`config.mk`:
```
export PLATFORM = sky130hd
export DESIGN_NAME = fpu_result_collector
export DESIGN_NICKNAME = d
export VERILOG_FILES = /design/src/rtl/fpu_result_collector.sv
export SDC_FILE = /design/constraint.sdc
export NUM_CORES = 1
export LEC_CHECK = 0
export BUFFER_PORTS_ARGS = -buffer_cell sky130_fd_sc_hd__buf_4
export CAP_MARGIN = 5
export CORE_MARGIN = 4
export CORE_UTILIZATION = 50
export CTS_CLUSTER_SIZE = 8
export DETAILED_ROUTE_END_ITERATION = 8
export PLACE_DENSITY = 0.69
export SLEW_MARGIN = 40
export SYNTH_ARGS = -nofsm -noshare
export SYNTH_HDL_FRONTEND = slang
export SYNTH_SLANG_ARGS = --single-unit
```
`constraint.sdc`:
```
create_clock -name clk -period 3.52 [get_ports clk]
set_input_delay 0.352 -clock clk [delete_from_list [all_inputs] [get_ports clk]]
set_output_delay 0.352 -clock clk [all_outputs]
set_load 0.02 [all_outputs]
```
`src/rtl/fpu_result_collector.sv`:
```
// Collects FPU results behind a fixed-latency shadow pipeline into a small FIFO,
// keeping sticky exception status plus drop and protocol-violation indicators.
module fpu_result_collector #(
  parameter int LATENCY = 4,
  parameter int DEPTH   = 4
) (
  input  logic                     clk,
  input  logic                     rst_n,
  input  logic                     issue_i,
  input  logic [2:0]               fpu_op_i,
  input  logic [31:0]              fpu_out_i,
  input  logic                     overflow_i,
  input  logic                     underflow_i,
  input  logic                     div_by_zero_i,
  input  logic                     ine_i,
  input  logic                     qnan_i,
  input  logic                     snan_i,
  output logic                     res_valid_o,
  input  logic                     res_ready_i,
  output logic [31:0]              res_data_o,
  output logic [2:0]               res_op_o,
  output logic [5:0]               res_flags_o,
  output logic [5:0]               sticky_o,
  input  logic                     sticky_clr_i,
  output logic                     dropped_o,
  output logic                     proto_err_o,
  output logic [$clog2(DEPTH):0]   count_o,
  output logic                     busy_o
);

  localparam int AW = $clog2(DEPTH);
  localparam logic [AW:0] FULL_COUNT = DEPTH[AW:0];
  localparam logic [2:0]  OP_DIV     = 3'd3;

  logic [LATENCY-1:0] r_pipe_valid;
  logic [2:0]         r_pipe_op [LATENCY];

  logic [31:0]        r_mem_data  [DEPTH];
  logic [2:0]         r_mem_op    [DEPTH];
  logic [5:0]         r_mem_flags [DEPTH];

  logic [AW-1:0]      r_wr_ptr;
  logic [AW-1:0]      r_rd_ptr;
  logic [AW:0]        r_count;
  logic [5:0]         r_sticky;
  logic               r_dropped;
  logic               r_proto_err;

  logic               w_cap_valid;
  logic [2:0]         w_cap_op;
  logic [5:0]         w_cap_flags;
  logic [5:0]         w_cap_sticky;
  logic               w_nonempty;
  logic               w_full;
  logic               w_pop;
  logic               w_push;
  logic               w_drop;
  logic               w_proto_hit;

  // Shadow pipeline: mirrors the FPU latency, never stalls.
  always_ff @(posedge clk or negedge rst_n) begin
    if (!rst_n) begin
      r_pipe_valid <= '0;
    end else begin
      r_pipe_valid[0] <= issue_i;
      for (int i = 1; i < LATENCY; i++) begin
        r_pipe_valid[i] <= r_pipe_valid[i-1];
      end
    end
  end

  always_ff @(posedge clk) begin
    r_pipe_op[0] <= fpu_op_i;
    for (int i = 1; i < LATENCY; i++) begin
      r_pipe_op[i] <= r_pipe_op[i-1];
    end
  end

  assign w_cap_valid = r_pipe_valid[LATENCY-1];
  assign w_cap_op    = r_pipe_op[LATENCY-1];

  // Divide-by-zero is only meaningful for the divide opcode.
  assign w_cap_flags = {snan_i, qnan_i, ine_i,
                        div_by_zero_i & (w_cap_op == OP_DIV),
                        underflow_i, overflow_i};

  assign w_cap_sticky = w_cap_valid ? w_cap_flags : 6'd0;
  assign w_proto_hit  = w_cap_valid & overflow_i & underflow_i;

  assign w_nonempty = (r_count != '0);
  assign w_full     = (r_count == FULL_COUNT);
  assign w_pop      = w_nonempty & res_ready_i;
  assign w_push     = w_cap_valid & (~w_full | w_pop);
  assign w_drop     = w_cap_valid & w_full & ~w_pop;

  always_ff @(posedge clk) begin
    if (w_push) begin
      r_mem_data[r_wr_ptr]  <= fpu_out_i;
      r_mem_op[r_wr_ptr]    <= w_cap_op;
      r_mem_flags[r_wr_ptr] <= w_cap_flags;
    end
  end

  always_ff @(posedge clk or negedge rst_n) begin
    if (!rst_n) begin
      r_wr_ptr <= '0;
      r_rd_ptr <= '0;
      r_count  <= '0;
    end else begin
      if (w_push) begin
        r_wr_ptr <= r_wr_ptr + 1'b1;
      end
      if (w_pop) begin
        r_rd_ptr <= r_rd_ptr + 1'b1;
      end
      case ({w_push, w_pop})
        2'b10:   r_count <= r_count + 1'b1;
        2'b01:   r_count <= r_count - 1'b1;
        default: r_count <= r_count;
      endcase
    end
  end

  // A capture in the same cycle as a clear survives the clear.
  always_ff @(posedge clk or negedge rst_n) begin
    if (!rst_n) begin
      r_sticky    <= '0;
      r_dropped   <= 1'b0;
      r_proto_err <= 1'b0;
    end else begin
      r_sticky    <= (sticky_clr_i ? 6'd0 : r_sticky) | w_cap_sticky;
      r_dropped   <= (sticky_clr_i ? 1'b0 : r_dropped) | w_drop;
      r_proto_err <= (sticky_clr_i ? 1'b0 : r_proto_err) | w_proto_hit;
    end
  end

  // Head fields are zero while empty so stale storage never leaks out.
  assign res_valid_o = w_nonempty;
  assign res_data_o  = w_nonempty ? r_mem_data[r_rd_ptr]  : 32'd0;
  assign res_op_o    = w_nonempty ? r_mem_op[r_rd_ptr]    : 3'd0;
  assign res_flags_o = w_nonempty ? r_mem_flags[r_rd_ptr] : 6'd0;

  assign sticky_o    = r_sticky;
  assign dropped_o   = r_dropped;
  assign proto_err_o = r_proto_err;
  assign count_o     = r_count;
  assign busy_o      = (|r_pipe_valid) | w_nonempty;

endmodule

```
# Word-level counts from Yosys, hierarchy flattened
# Memory sizes are Yosys's and may differ from the RTL's.
# Index checks and enable logic that the tools add are counted.
# totals
in_bits	46
mem_bits_rw	176
wordCells	46
n_memories	4
reg_bits	19
# mem_list
memory	depth	width	rd	rd_ports_with_merged_regs	write_ports	line_no	rtl
r_mem_data	4	32	1	0	1	38	logic [31:0] r_mem_data [DEPTH];
r_mem_flags	4	6	1	0	1	40	logic [5:0] r_mem_flags [DEPTH];
r_mem_op	4	3	1	0	1	39	logic [2:0] r_mem_op [DEPTH];
r_pipe_op	4	3	4	0	4	36	logic [2:0] r_pipe_op [LATENCY];
# op_classes
mux	10
eq_ne	4
add_sub_neg	4
n_reduce_logical	3
bitwise_logic	14
# ops
op	count
32-bit 2-to-1 mux	1
6-bit 2-to-1 mux	3
1-bit bitwise AND	7
6-bit bitwise OR	1
3-bit one-hot mux with 2 select lines	1
2-bit by 1-bit adder with 2-bit output (second input constant)	2
1-bit 2-to-1 mux	4
1-bit bitwise OR	4
4-bit OR reduction	1
3-bit by 1-bit adder with 3-bit output (second input constant)	1
3-bit by 2-bit equality test with 1-bit output (second input constant)	1
3-bit equality test (second input constant)	1
3-bit 2-to-1 mux	1
3-bit nonzero test	1
3-bit by 1-bit subtractor with 3-bit output (second input constant)	1
2-bit by 1-bit equality test with 1-bit output (second input constant)	1
2-bit equality test (second input constant)	1
1-bit inverter	2
2-bit nonzero test	1

# Longest topological paths before layout
# Gate-level depths: netlist (run 1).
# depth
word_depth	6
mapped_depth	9
depth_no_buf	9

# Worst setup path before layout (run 1)
# No wires, ideal clock.
# synth_path
kind	register to register
startpoint	register r_count[2], in the netlist count_o[2]
endpoint	memory r_mem_data[0][0], enable pin
setup_ps	402
period_less_slack_ps	2410
path_slack_ps	1110
stages_incl_launch_ff	4
path_buffers	0
required_ps	3118
arrival_time_ps	2007
cell_sequence	dfrtp_1 -> nor4b_1 -> nor2b_1 -> and2_1
# synth_between
elab_chain_cells	6
word_cells_on_any_way	8
classes_between	eq/ne (1); mux (2); bitwise (4); reduce/logical (1)
# synth_rtl
element	line_no	rtl
from (decl)	44	logic [AW:0] r_count;
from (signal assigned)	117	2'b10: r_count <= r_count + 1'b1;
from (signal assigned)	118	2'b01: r_count <= r_count - 1'b1;
from (signal assigned)	119	default: r_count <= r_count;
3-bit nonzero test / 3-bit equality test (equally long branches)	90, 91	
1-bit bitwise AND / 1-bit inverter (equally long branches)	92, 93	
1-bit bitwise OR (*)	93	assign w_push = w_cap_valid & (~w_full | w_pop);
1-bit bitwise AND (*)	93	
1-bit 2-to-1 mux (*)	97	if (w_push) begin
1-bit 2-to-1 mux (implied by the code) (*)	98	r_mem_data[r_wr_ptr] <= fpu_out_i;
to (decl)	38	
# Every way passes the cells marked *; elsewhere a longest branch is shown, timed or not.

# Worst setup path after layout (run 1)
# layout_path
startpoint	register r_rd_ptr[0]
endpoint	output port res_flags_o[5]
# layout_between
elab_chain_cells	2
# layout_rtl
element	line_no	rtl
from (decl)	43	logic [AW-1:0] r_rd_ptr;
from (signal assigned)	114	r_rd_ptr <= r_rd_ptr + 1'b1;
memory read 4 x 6 bit	--	
6-bit 2-to-1 mux	141	assign res_flags_o = w_nonempty ? r_mem_flags[r_rd_ptr] : 6'd0;
to (decl)	22	output logic [5:0] res_flags_o,
# Every way passes these cells.

==> summary.txt, run 1 <==
Critical path
  • CP Max Fanout: 25
  • WS Path Type: flip-flop to output port
  • Worst r2r src: count_o[0]$_DFFE_PN0P_
  • Startpoint types: flip-flop
  • Req. time, crit path: about 3200 ps
  • Crit path DAT: 2380 ps
  • R2r setup slk: 1180 ps
  • Worst reg2reg path endpoint: count_o[2]$_DFFE_PN0P_
  • Crit end category: output port
  • Worst r2r path cells: 9
  • Crit path launch: r_rd_ptr[0]$_DFFE_PN0P_
  • Crit path capture: res_flags_o[5]

Drt
  • First DRT Iteration DRCs: a little under 200
  • # DRC: 0
  • Met3 wire length: 861 µm
  • Highest Signal Layer: met4
  • Vias per std cell: approximately 5.3
  • Remaining antenna violation count: 0
  • Routed wl met2: 6519 µm
  • Met1 wire length: 5158 µm
  • WL per Instance: slightly below 20 µm
  • Router iterations before antenna repair: 4
  • WL final: 12660 µm
  • Routed via count: 3503

STA
  • Final period demand of the worst path: 2736 ps
  • Slew HR: 64.39%
  • Fin. Hold Viols: 0
  • Clk_skew: ~8.4 ps
  • Setup TNS: 0 ps
  • Slew @ Worst Pin: 534.2 ps
  • # setup viols final: 0
  • Unrepaired setup endpoints after global routing: no
  • Fin crit share: ~80%
  • Fmax: between 300 and 400 MHz
  • Final Slew Violations: 0

Synth
  • Post-synth top flop: edfxtp_1
  • Mapped cell area: around 7300 µm²
  • Unique masters post-synth: 27
  • Syn_nets: 402
  • Mean Syn Cell Area: 20.96 µm²
  • FF+latch count, synth: 195
  • Yosys Warn Count: 0
  • Cells after Synth: 350
  • EDFF count, synth: between 150 and 200
  • Post-synth ARST share: 9.744%
  • Register area share after synthesis: between 70% and 80%

Pwr
  • Worst vdd ir: 0.3946 mV
  • Leak pwr: roughly 3.2 nW
  • Pwr dens: 883.8 nW/µm²
  • Final Power: 7.859 mW

Global route
  • Global-route wire length before repair: 20260 µm
  • Initial antenna violation count: 0
  • Number of global-route vias before repair: 3808
  • GR Util All Layers: 16.39%
  • Pin count of the biggest net entering global routing: 45
  • Total congestion overflow: 0

Finish
  • Share of cells above drive strength 1: 38.82%
  • Final Util: 61.42%
  • Area growth, synth to finish: 21.22%
  • Antenna diodes: 0
  • Nets@finish: 513
  • Non-Filler Instances: approximately 660

Job
  • Number of max-cap violations: 0

Clock tree
  • CTS resizes: 0
  • Clk Latency, worst-skew pair: 420 ps
  • H-tree Lvls: 4
  • Clk root buf: clkbuf_16
  • TritonCTS clock tree: yes
  • Clock Sinks: approximately 200
  • Setup Fix Bufs, Post-CTS: 0
  • Clock buffer depth: 2
  • Clk slew on worst S/H paths: 70 ps
  • CTS Buf Count: 17
  • CTS Hold Bufs: 1

Place
  • Cells after DPL: approximately 630
  • Number of port buffers: 99
  • DP Wirelength: 7788 µm
  • RePlAce Congestion: 0.7086

Outcome
  • Status: finished, final reports clean

Min path
  • Worst hold path type: input pin to flip-flop

Die
  • Total Die Area: between 15000 and 20000 µm²
  • Ports: 100
  • Initial Util: 50.67%
  • Die width: 129.1 µm
  • Core Box Area: 14480 µm²
  • Die H: 129.1 µm
  • FP Rows: 44
worst max-delay path: stages (launching register included):
cell and delay, ps:
dfrtp_4 770, buf_12 270, mux4_1 560, and2_1 180, buf_4 160
Yosys cell counts, drive strengths merged, types with 2 or more instances:
| cell type | number | area (µm²) |
|---|---|---|
| mux4 | 41 | 934.7 |
| o21ai | 8 | 40.04 |
| nand2 | 7 | 26.28 |
| edfxtp | 164 | 4925 |
| dfxtp | 12 | 240.2 |
| nand3 | 2 | 10.01 |
| dfrtp | 19 | 475.5 |
| clkbuf | 5 | 18.77 |
| xnor2 | 3 | 26.28 |
| and2 | 46 | 287.8 |
| xor2 | 3 | 26.28 |
| buf | 11 | 121.4 |
| inv | 14 | 52.55 |
| ha | 5 | 62.56 |
layer usage:
metal,vias to the layer above,track usage [%]
li1,1584,-
met1,1803,21.38
met2,103,26.65
met3,13,5.276
met4,0,5.003
met5,-,0
worst min path at each step:
stage,from,to,depth (start not counted)
floorplan,rst_n,count_o[0]$_DFFE_PN0P_,0
global placement,rst_n,sticky_o[5]$_DFF_PN0_,1
detailed placement,rst_n,sticky_o[5]$_DFF_PN0_,1
CTS,fpu_op_i[0],r_pipe_op[0][0]$_DFF_P_,1
global route,fpu_op_i[0],r_pipe_op[0][0]$_DFF_P_,1
finish,fpu_op_i[0],r_pipe_op[0][0]$_DFF_P_,1
cell usage in the layout (no fill, tap or decap), types with 7 or more instances in the layout:
cell,instances
o21ai_0,8
clkbuf_16,19
and2_1,42
dfxtp_1,12
nand2_1,7
edfxtp_1,164
inv_1,14
dfrtp_1,17
mux4_2,38
buf_4,104
metrics by stage:
| stage | area [µm²] | hold WS (ps) | worst slack, ps |
|---|---|---|---|
| 4_1_cts | 8892 | 7.882 | 715.0 |
| 5_1_grt | 8892 | 6.261 | 596.7 |
| 3_5_place_dp | 8277 | 243.8 | 1188 |
| 6_report | 8892 | 29.79 | 783.8 |
| 3_3_place_gp | 8277 | 237.5 | 1179 |
| 2_1_floorplan | 7336 | 56.41 | 1110 |
flip-flops by register name, indices dropped and copies added (netlist names), 2 cells and up:
name,count
r_pipe_op,12
count_o,3
r_mem_flags,24
r_rd_ptr,2
r_mem_op,12
r_pipe_valid,4
r_mem_data,128
sticky_o,6
r_wr_ptr,2
cells by family (layout without fill, tap and decap cells):
group,Yosys count,count (layout),synth area share (%)
mux,43,43,13.03
simple gates,62,62,5.066
fa+ha+maj,6,6,1.126
xor+xnor,6,6,0.7165
flops,195,195,76.89
compound gates,8,8,0.5458
buf+inv,30,154,2.627
report_power, final:
group / total [mW] / internal, mW / switching [mW]
clock: 1.93 / 1.08 / 0.848
combinational: 2.73 / 1.32 / 1.40
sequential: 3.20 / 2.98 / 0.221
area by class of cell:
| type | instances | area, µm² |
|---|---|---|
| Sequential cell | 195 | 5645 |
| Fill cell | 1054 | 5587 |
| Multi-Input combinational cell | 125 | 1508 |
| Timing Repair Buffer | 108 | 850.8 |
| Clock buffer | 19 | 475.5 |
| Tap cell | 184 | 230.2 |
| Clock inverter | 13 | 130.1 |
| Inverter | 14 | 52.55 |
Power figures use the tool's default switching activity.
==> run 2, diff against run 1 <==
Settings changed: ABC_AREA set to 1, PLACE_DENSITY 0.69 to 0.68.
Clock period 3.52 ns to 2.8 ns, I/O delays scaled along.
==> run 2 against run 1 <==
Sequential cell count unchanged. Critical endpoint is now res_data_o[16]. Largest power group is now combinational logic. Total power is 32% higher. Final area is 9.3% higher. Critical path type unchanged. Register-to-register slack lost 570 ps. Critical path depth grew 2.
==> summary.txt, run 2 <==
Die
  • Core Box Area: between 15000 and 20000 µm²
  • Die width: 135.1 µm
  • Initial Util: 50.88%
  • Ports: 100
  • FP Rows: 46
  • Die H: ~140 µm
  • Total Die Area: 18260 µm²

Finish
  • Most frequent cells in the layout: nand2_1 (187), edfxtp_1 (164), inv_1 (119)
  • Max reg flops: roughly 130
  • Antenna diodes: 0
  • Top reg by flops: r_mem_data
  • Nets@finish: 916
  • Area of the multi-input gates: 1563 µm²
  • Register area: 5643 µm²
  • Largest registers: r_mem_data x128, r_mem_flags x24
  • Area growth, synth to finish: 20.22%
  • Post-route cell area: 9717 µm²
  • Share of cells above drive strength 1: 23.26%
  • Fillers: ~1300
  • Commonest non-fill, non-tap cell in the layout: nand2_1

Clock tree
  • H-tree Lvls: 4
  • Clock buffer depth: 2
  • CTS resizes: 0
  • TritonCTS clock tree: yes
  • CTS Buf Count: 17
  • Setup Fix Bufs, Post-CTS: 0
  • Clk root buf: clkbuf_16
  • CTS Hold Bufs: 5
  • Clk Latency, worst-skew pair: 440 ps
  • Clk slew on worst S/H paths: 70 ps
  • Clock Sinks: 195

Global route
  • Initial antenna violation count: 0
  • Pin count of the biggest net entering global routing: 53
  • Global-route wire length before repair: 25630 µm
  • Total congestion overflow: 0
  • GR Util All Layers: 18.11%
  • Number of global-route vias before repair: 5095

Synth
  • Leading area contributor after synthesis: edfxtp_1
  • Unique masters post-synth: 21
  • Most common cell in the netlist: nand2_1
  • EDFF count, synth: 164
  • Yosys Warn Count: 0
  • FF+latch count, synth: 195
  • Register area share after synthesis: a little over two thirds
  • Post-synth top flop: edfxtp_1
  • Syn_nets: 812
  • Mean Syn Cell Area: roughly 11 µm²
  • Post-synth ARST share: 9.744%
  • Cells after Synth: 760
  • Top area cells in the synthesized netlist: edfxtp_1 (61%), nand2_1 (8.7%), dfrtp_1 (5.9%), inv_1 (5.5%), nand3_1 (5.3%)
  • Post-synth top area share: 60.93%
  • Most frequent cells after synthesis: nand2_1 (187), edfxtp_1 (164), inv_1 (119), nand3_1 (86), inv_2 (54)
  • Mapped cell area: 8083 µm²

Drt
  • Met1 wire length: 6782 µm
  • Vias per std cell: 4.749
  • WL final: 15810 µm
  • First DRT Iteration DRCs: 351
  • Routed via count: 5191
  • # DRC: 0
  • Met3 wire length: around 950 µm
  • Highest Signal Layer: met4
  • Router iterations before antenna repair: 5
  • WL per Instance: approximately 14 µm
  • Routed wl met2: 7913 µm
  • Remaining antenna violation count: 0

STA
  • Final Slew Violations: 0
  • Final period demand of the worst path: 2471 ps
  • Fin. Hold Viols: 0
  • Clk_skew: 20.46 ps
  • Fmax: 404.6 MHz
  • Slew HR: 53.81%
  • Hold slack: approximately 42 ps
  • Unrepaired setup endpoints after global routing: no
  • Final Worst Setup Slack: 328.6 ps
  • Fin crit share: roughly nine tenths
  • # setup viols final: 0
  • Slew @ Worst Pin: roughly 690 ps

Place
  • DP Area: 9084 µm²
  • Number of port buffers: 99
  • DP Wirelength: 9231 µm
  • Pre-CTS setup slack: 630.2 ps
  • RePlAce Congestion: 0.7871

Critical path
  • Startpoint types: flip-flop
  • Req. time, crit path: 2520 ps
  • Crit path DAT: roughly 2200 ps
  • Crit path max-delay family: buffers and inverters
  • Cell mode on critical path: buf_4
  • Max stage delay cell, worst path: inv_2
  • Crit end category: output port
  • WS Path Type: flip-flop to output port
  • CP Max Fanout: 29
  • Buf+Inv Stages, Crit Path: 3
  • Max incr delay on CP: roughly 520 ps
  • Crit path cell chain: nor2_1, nand2_1, inv_2, buf_4, a21oi_1, buf_4

Min path
  • Worst hold path type: input pin to flip-flop

Pwr
  • Leak pwr: 4.310 nW
  • Pwr dens: 1068 nW/µm²
  • Worst vdd ir: 0.7352 mV

Job
  • Number of max-cap violations: 0

Outcome
  • Status: finished, final reports clean
run 2: cell count changes in the layout (fill, tap and decap cells not counted), moves of 7 or more:
cell,change
mux4_2,-38
a21oi_1,+41
and2_1,-42
o21ai_1,+7
inv_1,+105
inv_2,+54
o21ai_0,-8
nand3_1,+84
clkinv_1,+18
nand2_1,+180
run 2: final timing paths:
path	start	endpoint	slack (ps)	cells after the start
worst max-delay path	count_o[0]$_DFFE_PN0P_	res_data_o[16]	330	6
min in group asynchronous	rst_n	sticky_o[1]$_DFF_PN0_	260	2
max in group asynchronous	rst_n	r_rd_ptr[1]$_DFFE_PN0P_	2310	2
worst min register to register	r_pipe_op[0][1]$_DFF_P_	r_pipe_op[1][1]$_DFF_P_	330	0
worst min-delay path	fpu_out_i[28]	r_mem_data[0][28]$_DFFE_PP_	40	1
worst max register to register	count_o[0]$_DFFE_PN0P_	count_o[2]$_DFFE_PN0P_	610	10
run 2: metal layers:
metal / vias up / GRT usage, %
li1: 2603 / -
met1: 2433 / 22.46
met2: 141 / 31.11
met3: 14 / 5.312
met4: 0 / 5.039
met5: - / 0
run 2: kinds of logic after synthesis:
| family | count (synthesis) | share of synthesized area (%) |
|---|---|---|
| AOI/OAI and AO/OA | 51 | 3.204 |
| xor gates and xnor gates | 2 | 0.2168 |
| adders and majority gates | 6 | 1.022 |
| buffers and inverters | 223 | 11.25 |
| DFF | 195 | 69.78 |
| and+or+nand+nor | 283 | 14.52 |
run 2: cell type report:
cell class | instances | share of cell area, %
clock inverters | 13 | 1.107
clock buffers | 19 | 4.893
well taps | 216 | 2.781
repair buffers | 117 | 9.683
flip-flops and latches | 195 | 58.07
multi-input cells | 342 | 16.08
inverters | 191 | 7.378
run 2: power by group:
group | internal (mW) | switching [mW] | total, mW | leakage, nW
Sequential | 3.68 | 0.198 | 3.88 | 1.84
Combinational | 1.48 | 2.68 | 4.15 | 2.18
Clock | 1.27 | 1.08 | 2.35 | 0.292
run 2: metrics by stage:
step	std cells	total power, mW	TNS [ps]	util [%]
6_report	1093	10.38	0	61.17
5_1_grt	1093	11.00	0	61.17
4_1_cts	1093	10.49	0	61.17
3_5_place_dp	1056	8.139	0	57.18
3_3_place_gp	1056	8.074	0	57.18
2_1_floorplan	760	6.553	-36390	-
run 2: worst reg2reg max path: stages, from the launching register on:
cell     delay [ps]
dfrtp_1         410
nor2_1          160
nand2_1         130
nand2_1         380
ha_1            270
inv_1            70
fa_1            380
nand2_1         100
nand3_1          70
nand2_1          60
nand2_1          50
